**config.mk**
```make
export PLATFORM = sky130hd
export DESIGN_NAME = fetch_unit_flat
export DESIGN_NICKNAME = d
export VERILOG_FILES = /design/src/rtl/fetch_unit_if.sv /design/src/rtl/fetch_unit.sv /design/src/flat_wrapper.sv
export SDC_FILE = /design/constraint.sdc
export NUM_CORES = 1
export LEC_CHECK = 0
export ABC_AREA = 0
export CAP_MARGIN = 0
export CORE_UTILIZATION = 30
export DETAILED_ROUTE_END_ITERATION = 8
export DONT_BUFFER_PORTS = 1
export PLACE_DENSITY = 0.48
export SYNTH_ARGS = -nofsm -noshare
export SYNTH_HDL_FRONTEND = slang
export SYNTH_SLANG_ARGS = --single-unit
```
**constraint.sdc**
```tcl
create_clock -name clk_i -period 4.46 [get_ports clk_i]
set_input_delay 0.669 -clock clk_i [delete_from_list [all_inputs] [get_ports clk_i]]
set_output_delay 0.669 -clock clk_i [all_outputs]
set_load 0.005 [all_outputs]
```
**src/rtl/fetch_unit_if.sv**
```systemverilog
// fetch_unit_if: redirect, memory read port and decoder stream of the fetch unit.
// master = fetch unit side; slave = execute/memory/decoder side.
interface fetch_unit_if #(
  parameter int MEM_ADDR_SIZE = 16
);
  logic                     taken_branch_i;
  logic [MEM_ADDR_SIZE-1:0] new_pc_i;
  logic                     mem_req_o;
  logic [MEM_ADDR_SIZE-1:0] mem_addr_o;
  logic                     mem_gnt_i;
  logic                     mem_rvalid_i;
  logic [7:0]               mem_rdata_i;
  logic                     instr_valid_o;
  logic [7:0]               instr_byte_o;
  logic [MEM_ADDR_SIZE-1:0] instr_addr_o;
  logic                     instr_ready_i;

  modport master (
    input  taken_branch_i,
    input  new_pc_i,
    output mem_req_o,
    output mem_addr_o,
    input  mem_gnt_i,
    input  mem_rvalid_i,
    input  mem_rdata_i,
    output instr_valid_o,
    output instr_byte_o,
    output instr_addr_o,
    input  instr_ready_i
  );

  modport slave (
    output taken_branch_i,
    output new_pc_i,
    input  mem_req_o,
    input  mem_addr_o,
    output mem_gnt_i,
    output mem_rvalid_i,
    output mem_rdata_i,
    input  instr_valid_o,
    input  instr_byte_o,
    input  instr_addr_o,
    output instr_ready_i
  );
endinterface

```
**src/rtl/fetch_unit.sv**
```systemverilog
// fetch_unit: byte fetcher; sequential reads, redirect drain, tagged prefetch FIFO.
// Ports: clk_i, rst_i (sync, active high), bus (fetch_unit_if.master).
// Optional: FETCH_PERF_CNT_EN adds perf_fetched_o, perf_flushes_o, perf_stall_o.
module fetch_unit #(
  parameter int MEM_ADDR_SIZE   = 16,
  parameter int FIFO_DEPTH      = 4,
  parameter int MAX_OUTSTANDING = 3,
  parameter logic [MEM_ADDR_SIZE-1:0] RESET_PC = '0
) (
  input  logic         clk_i,
  input  logic         rst_i,
  fetch_unit_if.master bus
`ifdef FETCH_PERF_CNT_EN
  ,
  output logic [15:0]  perf_fetched_o,
  output logic [15:0]  perf_flushes_o,
  output logic [15:0]  perf_stall_o
`endif
);

  localparam int PW = $clog2(FIFO_DEPTH);
  localparam int CW = $clog2(FIFO_DEPTH + 1);
  localparam int OW = $clog2(MAX_OUTSTANDING + 1);
  localparam int TW = (MAX_OUTSTANDING > 1) ?
                      $clog2(MAX_OUTSTANDING) : 1;

  typedef logic [MEM_ADDR_SIZE-1:0] addr_t;

  typedef struct packed {
    addr_t      addr;
    logic [7:0] data;
  } fetch_ent_t;

  typedef enum logic {
    RUN,
    DRAIN
  } state_e;

  state_e        state_q, state_d;
  logic          run_en_q;
  addr_t         ptr_q, ptr_d;
  logic [OW-1:0] out_q, out_d;
  logic [OW-1:0] disc_q, disc_d;
  logic [CW-1:0] cnt_q, cnt_d;
  logic [PW-1:0] rd_q, wr_q;
  fetch_ent_t    fifo_q [FIFO_DEPTH];
  addr_t         tag_q [MAX_OUTSTANDING];
  logic [TW-1:0] tag_wr_q, tag_rd_q;

  logic redirect;
  logic credit;
  logic req;
  logic grant;
  logic rsp;
  logic push;
  logic pop;
  logic valid;

  function automatic logic [TW-1:0] tag_nxt(
    input logic [TW-1:0] p
  );
    return (p == TW'(MAX_OUTSTANDING - 1)) ?
           '0 : p + TW'(1);
  endfunction

  assign redirect = bus.taken_branch_i;

  // Room must exist for every read in flight
  // plus everything already buffered.
  assign credit =
    ((int'(cnt_q) + int'(out_q)) < FIFO_DEPTH) &&
    (int'(out_q) < MAX_OUTSTANDING);

  // run_en_q keeps the port quiet during and
  // for the first cycle after reset.
  assign req   = run_en_q && (state_q == RUN) &&
                 credit && !redirect;
  assign grant = req && bus.mem_gnt_i;

  // With nothing in flight a response is stale
  // (pre-reset) and is ignored.
  assign rsp   = bus.mem_rvalid_i && (out_q != '0);
  assign push  = rsp && (disc_q == '0) && !redirect;
  assign valid = (cnt_q != '0) && !redirect;
  assign pop   = valid && bus.instr_ready_i;

  assign bus.mem_req_o     = req;
  assign bus.mem_addr_o    = ptr_q;
  assign bus.instr_valid_o = valid;
  assign bus.instr_byte_o  = fifo_q[rd_q].data;
  assign bus.instr_addr_o  = fifo_q[rd_q].addr;

  always_comb begin
    out_d   = out_q;
    disc_d  = disc_q;
    cnt_d   = cnt_q;
    ptr_d   = ptr_q;
    state_d = state_q;

    if (grant && !rsp)
      out_d = out_q + OW'(1);
    else if (!grant && rsp)
      out_d = out_q - OW'(1);

    if (rsp && (disc_q != '0))
      disc_d = disc_q - OW'(1);

    if (push && !pop)
      cnt_d = cnt_q + CW'(1);
    else if (!push && pop)
      cnt_d = cnt_q - CW'(1);

    if (grant)
      ptr_d = ptr_q + addr_t'(1);

    unique case (state_q)
      RUN:   state_d = RUN;
      DRAIN: state_d = (disc_d == '0) ? RUN : DRAIN;
      default: state_d = RUN;
    endcase

    // Every read still in flight belongs to the
    // old stream and must be thrown away.
    if (redirect) begin
      ptr_d   = bus.new_pc_i;
      cnt_d   = '0;
      disc_d  = out_d;
      state_d = (out_d != '0) ? DRAIN : RUN;
    end
  end

  always_ff @(posedge clk_i) begin
    if (rst_i) begin
      state_q  <= RUN;
      run_en_q <= 1'b0;
      ptr_q    <= RESET_PC;
      out_q    <= '0;
      disc_q   <= '0;
      cnt_q    <= '0;
      rd_q     <= '0;
      wr_q     <= '0;
      tag_wr_q <= '0;
      tag_rd_q <= '0;
      for (int i = 0; i < FIFO_DEPTH; i++)
        fifo_q[i] <= '0;
      for (int i = 0; i < MAX_OUTSTANDING; i++)
        tag_q[i] <= '0;
    end else begin
      state_q  <= state_d;
      run_en_q <= 1'b1;
      ptr_q    <= ptr_d;
      out_q    <= out_d;
      disc_q   <= disc_d;
      cnt_q    <= cnt_d;

      if (redirect) begin
        rd_q <= '0;
        wr_q <= '0;
      end else begin
        if (push)
          wr_q <= wr_q + PW'(1);
        if (pop)
          rd_q <= rd_q + PW'(1);
      end

      if (push)
        fifo_q[wr_q] <= '{addr: tag_q[tag_rd_q],
                          data: bus.mem_rdata_i};

      // Tags retire on every response, dropped
      // or not, to stay aligned with memory.
      if (grant) begin
        tag_q[tag_wr_q] <= ptr_q;
        tag_wr_q        <= tag_nxt(tag_wr_q);
      end
      if (rsp)
        tag_rd_q <= tag_nxt(tag_rd_q);
    end
  end

`ifdef FETCH_PERF_CNT_EN
  logic [15:0] fetched_q, flushes_q, stall_q;
  logic        stall;

  assign stall = (state_q == RUN) && !credit;

  always_ff @(posedge clk_i) begin
    if (rst_i) begin
      fetched_q <= '0;
      flushes_q <= '0;
      stall_q   <= '0;
    end else begin
      if (push && (fetched_q != 16'hFFFF))
        fetched_q <= fetched_q + 16'd1;
      if (redirect && (flushes_q != 16'hFFFF))
        flushes_q <= flushes_q + 16'd1;
      if (stall && (stall_q != 16'hFFFF))
        stall_q <= stall_q + 16'd1;
    end
  end

  assign perf_fetched_o = fetched_q;
  assign perf_flushes_o = flushes_q;
  assign perf_stall_o   = stall_q;
`endif

  a_no_overflow: assert property (
    @(posedge clk_i) disable iff (rst_i)
    !(push && (cnt_q == CW'(FIFO_DEPTH)))
  );

  a_out_bound: assert property (
    @(posedge clk_i) disable iff (rst_i)
    out_q <= OW'(MAX_OUTSTANDING)
  );

endmodule

```
**src/flat_wrapper.sv**
```systemverilog
// flat-port wrapper written by rule: the top's interface ports become plain ports
module fetch_unit_flat 
#(
  parameter int MEM_ADDR_SIZE   = 16,
  parameter int FIFO_DEPTH      = 4,
  parameter int MAX_OUTSTANDING = 3,
  parameter logic [MEM_ADDR_SIZE-1:0] RESET_PC = '0
)
  (clk_i, rst_i, bus_taken_branch_i, bus_new_pc_i, bus_mem_req_o, bus_mem_addr_o, bus_mem_gnt_i, bus_mem_rvalid_i, bus_mem_rdata_i, bus_instr_valid_o, bus_instr_byte_o, bus_instr_addr_o, bus_instr_ready_i);
  fetch_unit_if #(.MEM_ADDR_SIZE(MEM_ADDR_SIZE)) bus_i ();
  input  logic clk_i;
  input  logic rst_i;
  input wire logic [$bits(bus_i.taken_branch_i)-1:0] bus_taken_branch_i;
  input wire logic [$bits(bus_i.new_pc_i)-1:0] bus_new_pc_i;
  output wire logic [$bits(bus_i.mem_req_o)-1:0] bus_mem_req_o;
  output wire logic [$bits(bus_i.mem_addr_o)-1:0] bus_mem_addr_o;
  input wire logic [$bits(bus_i.mem_gnt_i)-1:0] bus_mem_gnt_i;
  input wire logic [$bits(bus_i.mem_rvalid_i)-1:0] bus_mem_rvalid_i;
  input wire logic [$bits(bus_i.mem_rdata_i)-1:0] bus_mem_rdata_i;
  output wire logic [$bits(bus_i.instr_valid_o)-1:0] bus_instr_valid_o;
  output wire logic [$bits(bus_i.instr_byte_o)-1:0] bus_instr_byte_o;
  output wire logic [$bits(bus_i.instr_addr_o)-1:0] bus_instr_addr_o;
  input wire logic [$bits(bus_i.instr_ready_i)-1:0] bus_instr_ready_i;
  assign bus_i.taken_branch_i = bus_taken_branch_i;
  assign bus_i.new_pc_i = bus_new_pc_i;
  assign bus_mem_req_o = bus_i.mem_req_o;
  assign bus_mem_addr_o = bus_i.mem_addr_o;
  assign bus_i.mem_gnt_i = bus_mem_gnt_i;
  assign bus_i.mem_rvalid_i = bus_mem_rvalid_i;
  assign bus_i.mem_rdata_i = bus_mem_rdata_i;
  assign bus_instr_valid_o = bus_i.instr_valid_o;
  assign bus_instr_byte_o = bus_i.instr_byte_o;
  assign bus_instr_addr_o = bus_i.instr_addr_o;
  assign bus_i.instr_ready_i = bus_instr_ready_i;
  fetch_unit #(.MEM_ADDR_SIZE(MEM_ADDR_SIZE), .FIFO_DEPTH(FIFO_DEPTH), .MAX_OUTSTANDING(MAX_OUTSTANDING), .RESET_PC(RESET_PC)) u_core (.clk_i(clk_i), .rst_i(rst_i), .bus(bus_i));
endmodule
```
==> flow_summary.yaml, run 1 <==
worst_setup_path:
  path_class: "reg2reg"
  r2r_start: "u_core.cnt_q[1]$_SDFFE_PP0P_"
  worstRegToRegCells: 5
  critPathCaptureType: "flop"
  worstSetupStartpointType: "flop"
  r2r-end: "u_core.tag_q[1][9]$_SDFFCE_PN0P_"
  cp_max_fo: 17
  rrSetupSlack_ns: 1.45
  cp.required_ns: 4.54
  worstPathArrival_ns: 3.09
  critical_path.startpoint: "u_core.cnt_q[1]$_SDFFE_PP0P_"
worst_hold_path:
  hold_path_class: "in2reg"
  hold_path_end: "u_core.bus.mem_addr_o[11]$_SDFFE_PP0P_"
  worstHoldStart: "rst_i"
  hold_path_depth: 1
timing:
  slew_viol_final: 0
  tns_ns: 0
  fmax_mhz: 333
  final-setup-viol-count: 0
  fin_crit_sh_pct: 67.4
  finClkSkew_ns: 0.00898
  period_needed_ns: 3.01
  slew_headroom_pct: 26.9
  final-hold-violation-count: 0
  rsz0062_at_grt: "false"
  tightest_slew_ns: 1.09
clock_network:
  clock_latency_ns: 0.43
  clk_path_buf_depth: 2
  h-tree-depth: 4
  hold_buffers: 0
  cts_tree: "done"
  post_cts_buffers: 0
  cts_root_buffer: "clkbuf_16"
  clkTransAtPathRegs_ns: 0.07
  cts_buffers: 17
  cts_sinks: 197
  ctsResizeCount: 0
drt:
  drtIter0Drc: 280
  via_per_inst: 4.84
  dr.pass1.iters: 4
  drt-total-wl_um: 19400
  routedWlPerCell_um: 18.8
  vias: 4994
  drcViolationCount: 0
  drtAntennaViolNets: 0
power:
  power.density_nw_per_um2: 436
  seqPwrFrac_pct: 52.2
  p_comb_share_pct: 11.4
  power.internal_mw: 3.10
  total_power_mw: 4.22
  leakagePower_nw: 3.43
  vdd_drop_max_mv: 0.222
  p_sw_share_pct: 26.5
  p_switching_mw: 1.12
  pwr-share-clk_pct: 36.4
cells_and_area:
  final_cell_mix: "edfxtp_1, nor2_1, and2_1"
  drive_gt1_share_pct: 14.7
  fill_cells: 2783
  antennaDiodeCount: 0
  final_common_cell: "edfxtp_1"
  nets: 672
  utilization_pct: 33.9
  area_growth_pct: 11.2
placed_design:
  io_buffers: 0
  hpwlAfterDp_um: 12600
  gp_congestion: 0.756
floorplan:
  coreArea_um2: 28600
  io_pins: 72
  die_w_um: 172
  die_h_um: 172
  rows: 62
  die_area_um2: 29800
  initial_core_util_pct: 30.5
grt:
  grtUsageTotal_pct: 13.6
  grt_util_met2_pct: 22.3
  antenna_found_initial: 0
  busiest_layer: "met2"
  gr-total-overflow: 0
  grt_util_met1_pct: 17.5
  grt_pass1_wl_um: 29900
  use_met3_pct: 3.89
  grt_pass1_vias: 5151
  grt_max_degree: 34
logic_synthesis:
  yosysSeqAreaShare_pct: 63.6
  synthCells: 646
  synth_nets: 683
  synth_cell_types: 56
  synth_ff_type: "edfxtp_1"
  post_synth.cell_area_avg_um2: 13.5
  ys_seq_elements: 197
  synth_edf_count: 160
  yosys_warnings: 0
  async_reset_ff_share_pct: 0
  syn_area_um2: 8720
run_status:
  status: "finished clean"
run:
  drv_cap: 0
==> routing by layer <==
layer | vias up | share of wire (%)
li1 | 2355 | -
met1 | 2489 | 45
met2 | 137 | 47
met3 | 13 | 6.1
met4 | 0 | 1.0
met5 | - | 0
==> critical path, stage by stage (launching register included) <==
cell and delay [ns]:
dfxtp_1 0.36, ha_1 0.24, nor4b_4 0.43, nand4_1 0.35, nor3b_2 0.78, or2_2 0.49
==> Yosys cell counts (3+ instances only) <==
| cell | count | area share, % |
|---|---|---|
| edfxtp_1 | 160 | 55 |
| nor2_1 | 71 | 3.1 |
| and2_1 | 63 | 4.5 |
| nand2_1 | 56 | 2.4 |
| mux4_2 | 40 | 10 |
| dfxtp_1 | 37 | 8.5 |
| inv_1 | 35 | 1.5 |
| clkbuf_1 | 25 | 1.1 |
| a21oi_1 | 14 | 0.80 |
| nand3_1 | 13 | 0.75 |
| and3_1 | 12 | 0.86 |
| nor3_1 | 7 | 0.40 |
| buf_2 | 6 | 0.34 |
| ha_1 | 6 | 0.86 |
| or2_2 | 6 | 0.43 |
| or4_1 | 6 | 0.52 |
| and4_1 | 5 | 0.50 |
| o21ai_0 | 5 | 0.29 |
| a311oi_1 | 4 | 0.40 |
| a31oi_1 | 4 | 0.29 |
| nand2b_1 | 4 | 0.29 |
| o22ai_1 | 4 | 0.29 |
| o311ai_0 | 4 | 0.40 |
| xor2_1 | 4 | 0.40 |
| buf_1 | 3 | 0.13 |
| nand3b_1 | 3 | 0.26 |
| nand4_1 | 3 | 0.22 |
| o31a_1 | 3 | 0.30 |
| or3_1 | 3 | 0.22 |
| xnor2_1 | 3 | 0.30 |
==> registers in the layout, indices dropped and copies added (netlist names), named ones only <==
name / count
u_core.fifo_q: 96
u_core.tag_q: 64
u_core.bus.mem_addr_o: 16
u_core.cnt_q: 3
u_core.disc_q: 2
u_core.out_q: 2
u_core.rd_q: 2
u_core.tag_rd_q: 2
u_core.tag_wr_q: 2
u_core.wr_q: 2
u_core.run_en_q: 1
u_core.state_q: 1
==> cell type report <==
type | instances | area [µm²] | share of cell area (%)
multi-input cells | 375 | 2880 | 29.7
repair buffers | 9 | 67.6 | 0.697
inverters | 35 | 131 | 1.36
flip-flops and latches | 197 | 5550 | 57.2
clock buffers | 17 | 425 | 4.39
clock inverters | 14 | 160 | 1.65
well taps | 384 | 480 | 4.96
==> metrics by stage <==
step                instance area, µm²  std cells  hold WS, ns  setup slack (ns)
floorplan                         8720        646        0.452              1.13
global placement                  9110       1000        0.465              1.49
detailed placement                9110       1000        0.497              1.37
CTS                               9690       1031        0.285              1.46
global route                      9690       1031        0.276              1.27
finish                            9690       1031        0.307              1.45
==> worst max-delay path by stage <==
| stage | to | slack (ns) | depth (start not counted) |
|---|---|---|---|
| detailed placement | u_core.tag_q[1][10]$_SDFFCE_PN0P_ | 1.37 | 4 |
| finish | u_core.tag_q[1][9]$_SDFFCE_PN0P_ | 1.45 | 5 |
| CTS | u_core.tag_q[1][9]$_SDFFCE_PN0P_ | 1.46 | 5 |
| floorplan | u_core.fifo_q[1][0]$_SDFFCE_PN0P_ | 1.13 | 3 |
| global route | u_core.tag_q[1][9]$_SDFFCE_PN0P_ | 1.27 | 5 |
| global placement | u_core.tag_q[1][12]$_SDFFCE_PN0P_ | 1.49 | 4 |
==> power groups by stage <==
stage / clock network, mW / logic (mW) / registers [mW]
6_report: 1.54 / 0.482 / 2.20
5_1_grt: 1.64 / 0.529 / 2.22
2_1_floorplan: 0 / 0.409 / 2.18
3_5_place_dp: 0 / 0.486 / 2.25
3_3_place_gp: 0 / 0.474 / 2.24
4_1_cts: 1.58 / 0.487 / 2.21
==> kinds of logic (layout without fill, tap and decap cells) <==
| group | Yosys count | in the layout | share of synthesized area [%] |
|---|---|---|---|
| AOI/OAI and AO/OA | 52 | 52 | 4.22 |
| xor gates and xnor gates | 8 | 8 | 0.961 |
| adders and majority gates | 7 | 7 | 1.09 |
| buffers and inverters | 74 | 75 | 3.54 |
| DFF | 197 | 197 | 63.6 |
| muxes | 42 | 42 | 10.6 |
| and+or+nand+nor | 266 | 266 | 16.0 |
Note: power is estimated with default switching activity, not from simulation.
==> run 2, diff against run 1 <==
ABC_AREA = 1   (was 0)
PLACE_DENSITY = 0.49   (was 0.48)
clock period = 2.6 ns   (was 4.46 ns; I/O delays follow)
==> flow_summary.yaml, run 2 <==
worst_setup_path:
  worstPathArrival_ns: 2.72
  critPathTopFamily: "adder cells"
  cp.required_ns: 2.96
  cp_max_fo: 5
  critical_path.startpoint: "u_core.out_q[0]$_SDFF_PP0_"
  cp_slowest_cell: "fa_1"
  path_buf_inv: 4
  crit_path_max_incr_delay_ns: 0.39
  critPathCaptureType: "flop"
  crit_chain: "inv_1 > ha_1 > nor2_4 > inv_2 > nor2_1 > inv_2 > nor2_2 > ha_1 > inv_1 > fa_1 > a21oi_1 > o21a_1 > o21ai_0 > a21oi_1"
  worstSetupStartpointType: "flop"
  rrSetupSlack_ns: 0.24
  r2r_start: "u_core.out_q[0]$_SDFF_PP0_"
  path_class: "reg2reg"
logic_synthesis:
  synth.most_common_cell: "nor2_1"
  yosysTopAreaCell: "edfxtp_1"
  synth_edf_count: 160
  syn_area_um2: 8810
  synth_top_area_share_pct: 54.5
  yosys_warnings: 0
  netlist_top_cells_area: "edfxtp_1, dfxtp_1, nor2_1"
  synth_nets: 902
  synth_cell_types: 39
  synthCells: 865
  synthTopCellsByCount: "nor2_1, edfxtp_1, nand2_1"
  yosysSeqAreaShare_pct: 62.9
  ys_seq_elements: 197
  synth_ff_type: "edfxtp_1"
  post_synth.cell_area_avg_um2: 10.2
  async_reset_ff_share_pct: 0
timing:
  fin_crit_sh_pct: 90.6
  slew_viol_final: 0
  tns_ns: 0
  tightest_slew_ns: 0.534
  finClkSkew_ns: 0.00993
  finalWorstSetupSlack_ns: 0.244
  final-hold-violation-count: 0
  slew_headroom_pct: 64.4
  period_needed_ns: 2.36
  fmax_mhz: 424
  rsz0062_at_grt: "false"
  final-setup-viol-count: 0
placed_design:
  gp_congestion: 0.805
  hpwlAfterDp_um: 13500
  io_buffers: 0
  dp_slack_ns: 0.161
power:
  leakagePower_nw: 3.57
  power.density_nw_per_um2: 747
  vdd_drop_max_mv: 0.438
run_status:
  status: "finished clean"
drt:
  drt-total-wl_um: 21300
  drtIter0Drc: 359
  via_per_inst: 4.76
  vias: 6073
  drtAntennaViolNets: 0
  routedWlPerCell_um: 16.7
  drcViolationCount: 0
  dr.pass1.iters: 4
clock_network:
  clock_latency_ns: 0.43
  h-tree-depth: 4
  clk_path_buf_depth: 2
  cts_root_buffer: "clkbuf_16"
  cts_buffers: 17
  cts_tree: "done"
  cts_sinks: 197
  clkTransAtPathRegs_ns: 0.07
floorplan:
  die_area_um2: 30100
  rows: 62
  die_w_um: 173
  initial_core_util_pct: 30.6
  io_pins: 72
  coreArea_um2: 28800
  die_h_um: 173
worst_hold_path:
  worstHoldStart: "rst_i"
  hold_path_class: "in2reg"
cells_and_area:
  nets: 916
  final_common_cell: "nor2_1"
  final_cell_mix: "nor2_1, edfxtp_1, nand2_1"
  largest_register_ffs: 96
  area_growth_pct: 14.1
  utilization_pct: 34.9
  drive_gt1_share_pct: 11.8
  regMostFlops: "u_core.fifo_q"
  multi_input_area_um2: 2760
  final-seq-area_um2: 5550
  antennaDiodeCount: 0
  fill_cells: 2919
grt:
  antenna_found_initial: 0
  grt_pass1_vias: 5769
  gr-total-overflow: 0
  grt_max_degree: 49
  grtUsageTotal_pct: 14.5
  grt_pass1_wl_um: 33300
run:
  drv_cap: 0
-- run 2: through the flow --
step	area [µm²]	hold slack, ns	std cells	total power [mW]
after detailed placement	9450	0.437	1242	4.91
final	10100	0.0284	1276	7.51
after floorplan	8820	0.422	865	4.56
after CTS	10000	0.000349	1274	7.57
after global placement	9450	0.440	1242	4.90
after global routing	10100	0.00199	1276	7.85
-- run 2: power by group --
group | internal [mW] | total (mW) | switching (mW) | leakage [nW]
registers | 3.60 | 3.69 | 0.0977 | 1.94
logic | 0.365 | 1.15 | 0.785 | 1.34
clock network | 1.50 | 2.66 | 1.16 | 0.287
-- run 2: cell type report --
type | count | area share (%)
flip-flops and latches | 197 | 55.1
multi-input cells | 541 | 27.5
clock buffers | 17 | 4.23
well taps | 384 | 4.78
inverters | 87 | 3.27
clock inverters | 15 | 1.61
repair buffers | 35 | 3.51
-- run 2: worst reg2reg max path, stage by stage, from the launching register on --
cell	delay, ns
dfxtp_1	0.38
inv_1	0.08
ha_1	0.23
nor2_4	0.11
inv_2	0.07
nor2_1	0.11
inv_2	0.09
nor2_2	0.12
ha_1	0.15
inv_1	0.07
fa_1	0.39
a21oi_1	0.16
o21a_1	0.15
o21ai_0	0.07
a21oi_1	0.11
-- run 2: per-layer routing --
layer | up-vias | global-route usage, % | part of all wire, %
met4 | 0 | 4.17 | 0.93
li1 | 2982 | - | -
met5 | - | 0 | 0
met1 | 2908 | 20.8 | 49
met2 | 170 | 22.0 | 45
met3 | 13 | 3.18 | 5.4
-- run 2: kinds of logic (layout without fill, tap and decap cells) --
logic type      count (synthesis)  after routing  share of synthesized area, %
compound gates                164            164                          11.0
flops                         197            197                          62.9
xor+xnor                        6              6                         0.596
simple gates                  364            364                          18.4
fa+ha+maj                       7              7                          1.08
buf+inv                       127            154                          6.01
-- run 2: path summary, 6_finish.rpt --
check | end | cells past startpoint
worst max-delay path | u_core.cnt_q[2]$_SDFFE_PP0P_ | 14
worst max register to register | u_core.cnt_q[2]$_SDFFE_PP0P_ | 14
worst min register to register | u_core.cnt_q[2]$_SDFFE_PP0P_ | 1
worst min-delay path | u_core.out_q[1]$_SDFF_PP0_ | 1
-- run 2: repair_timing --
item                       CTS  global route
resized for setup            0             1
hold endpoints to repair     0             2
setup endpoints to repair    0             1
buffers inserted             0             1
hold buffers                 0             1
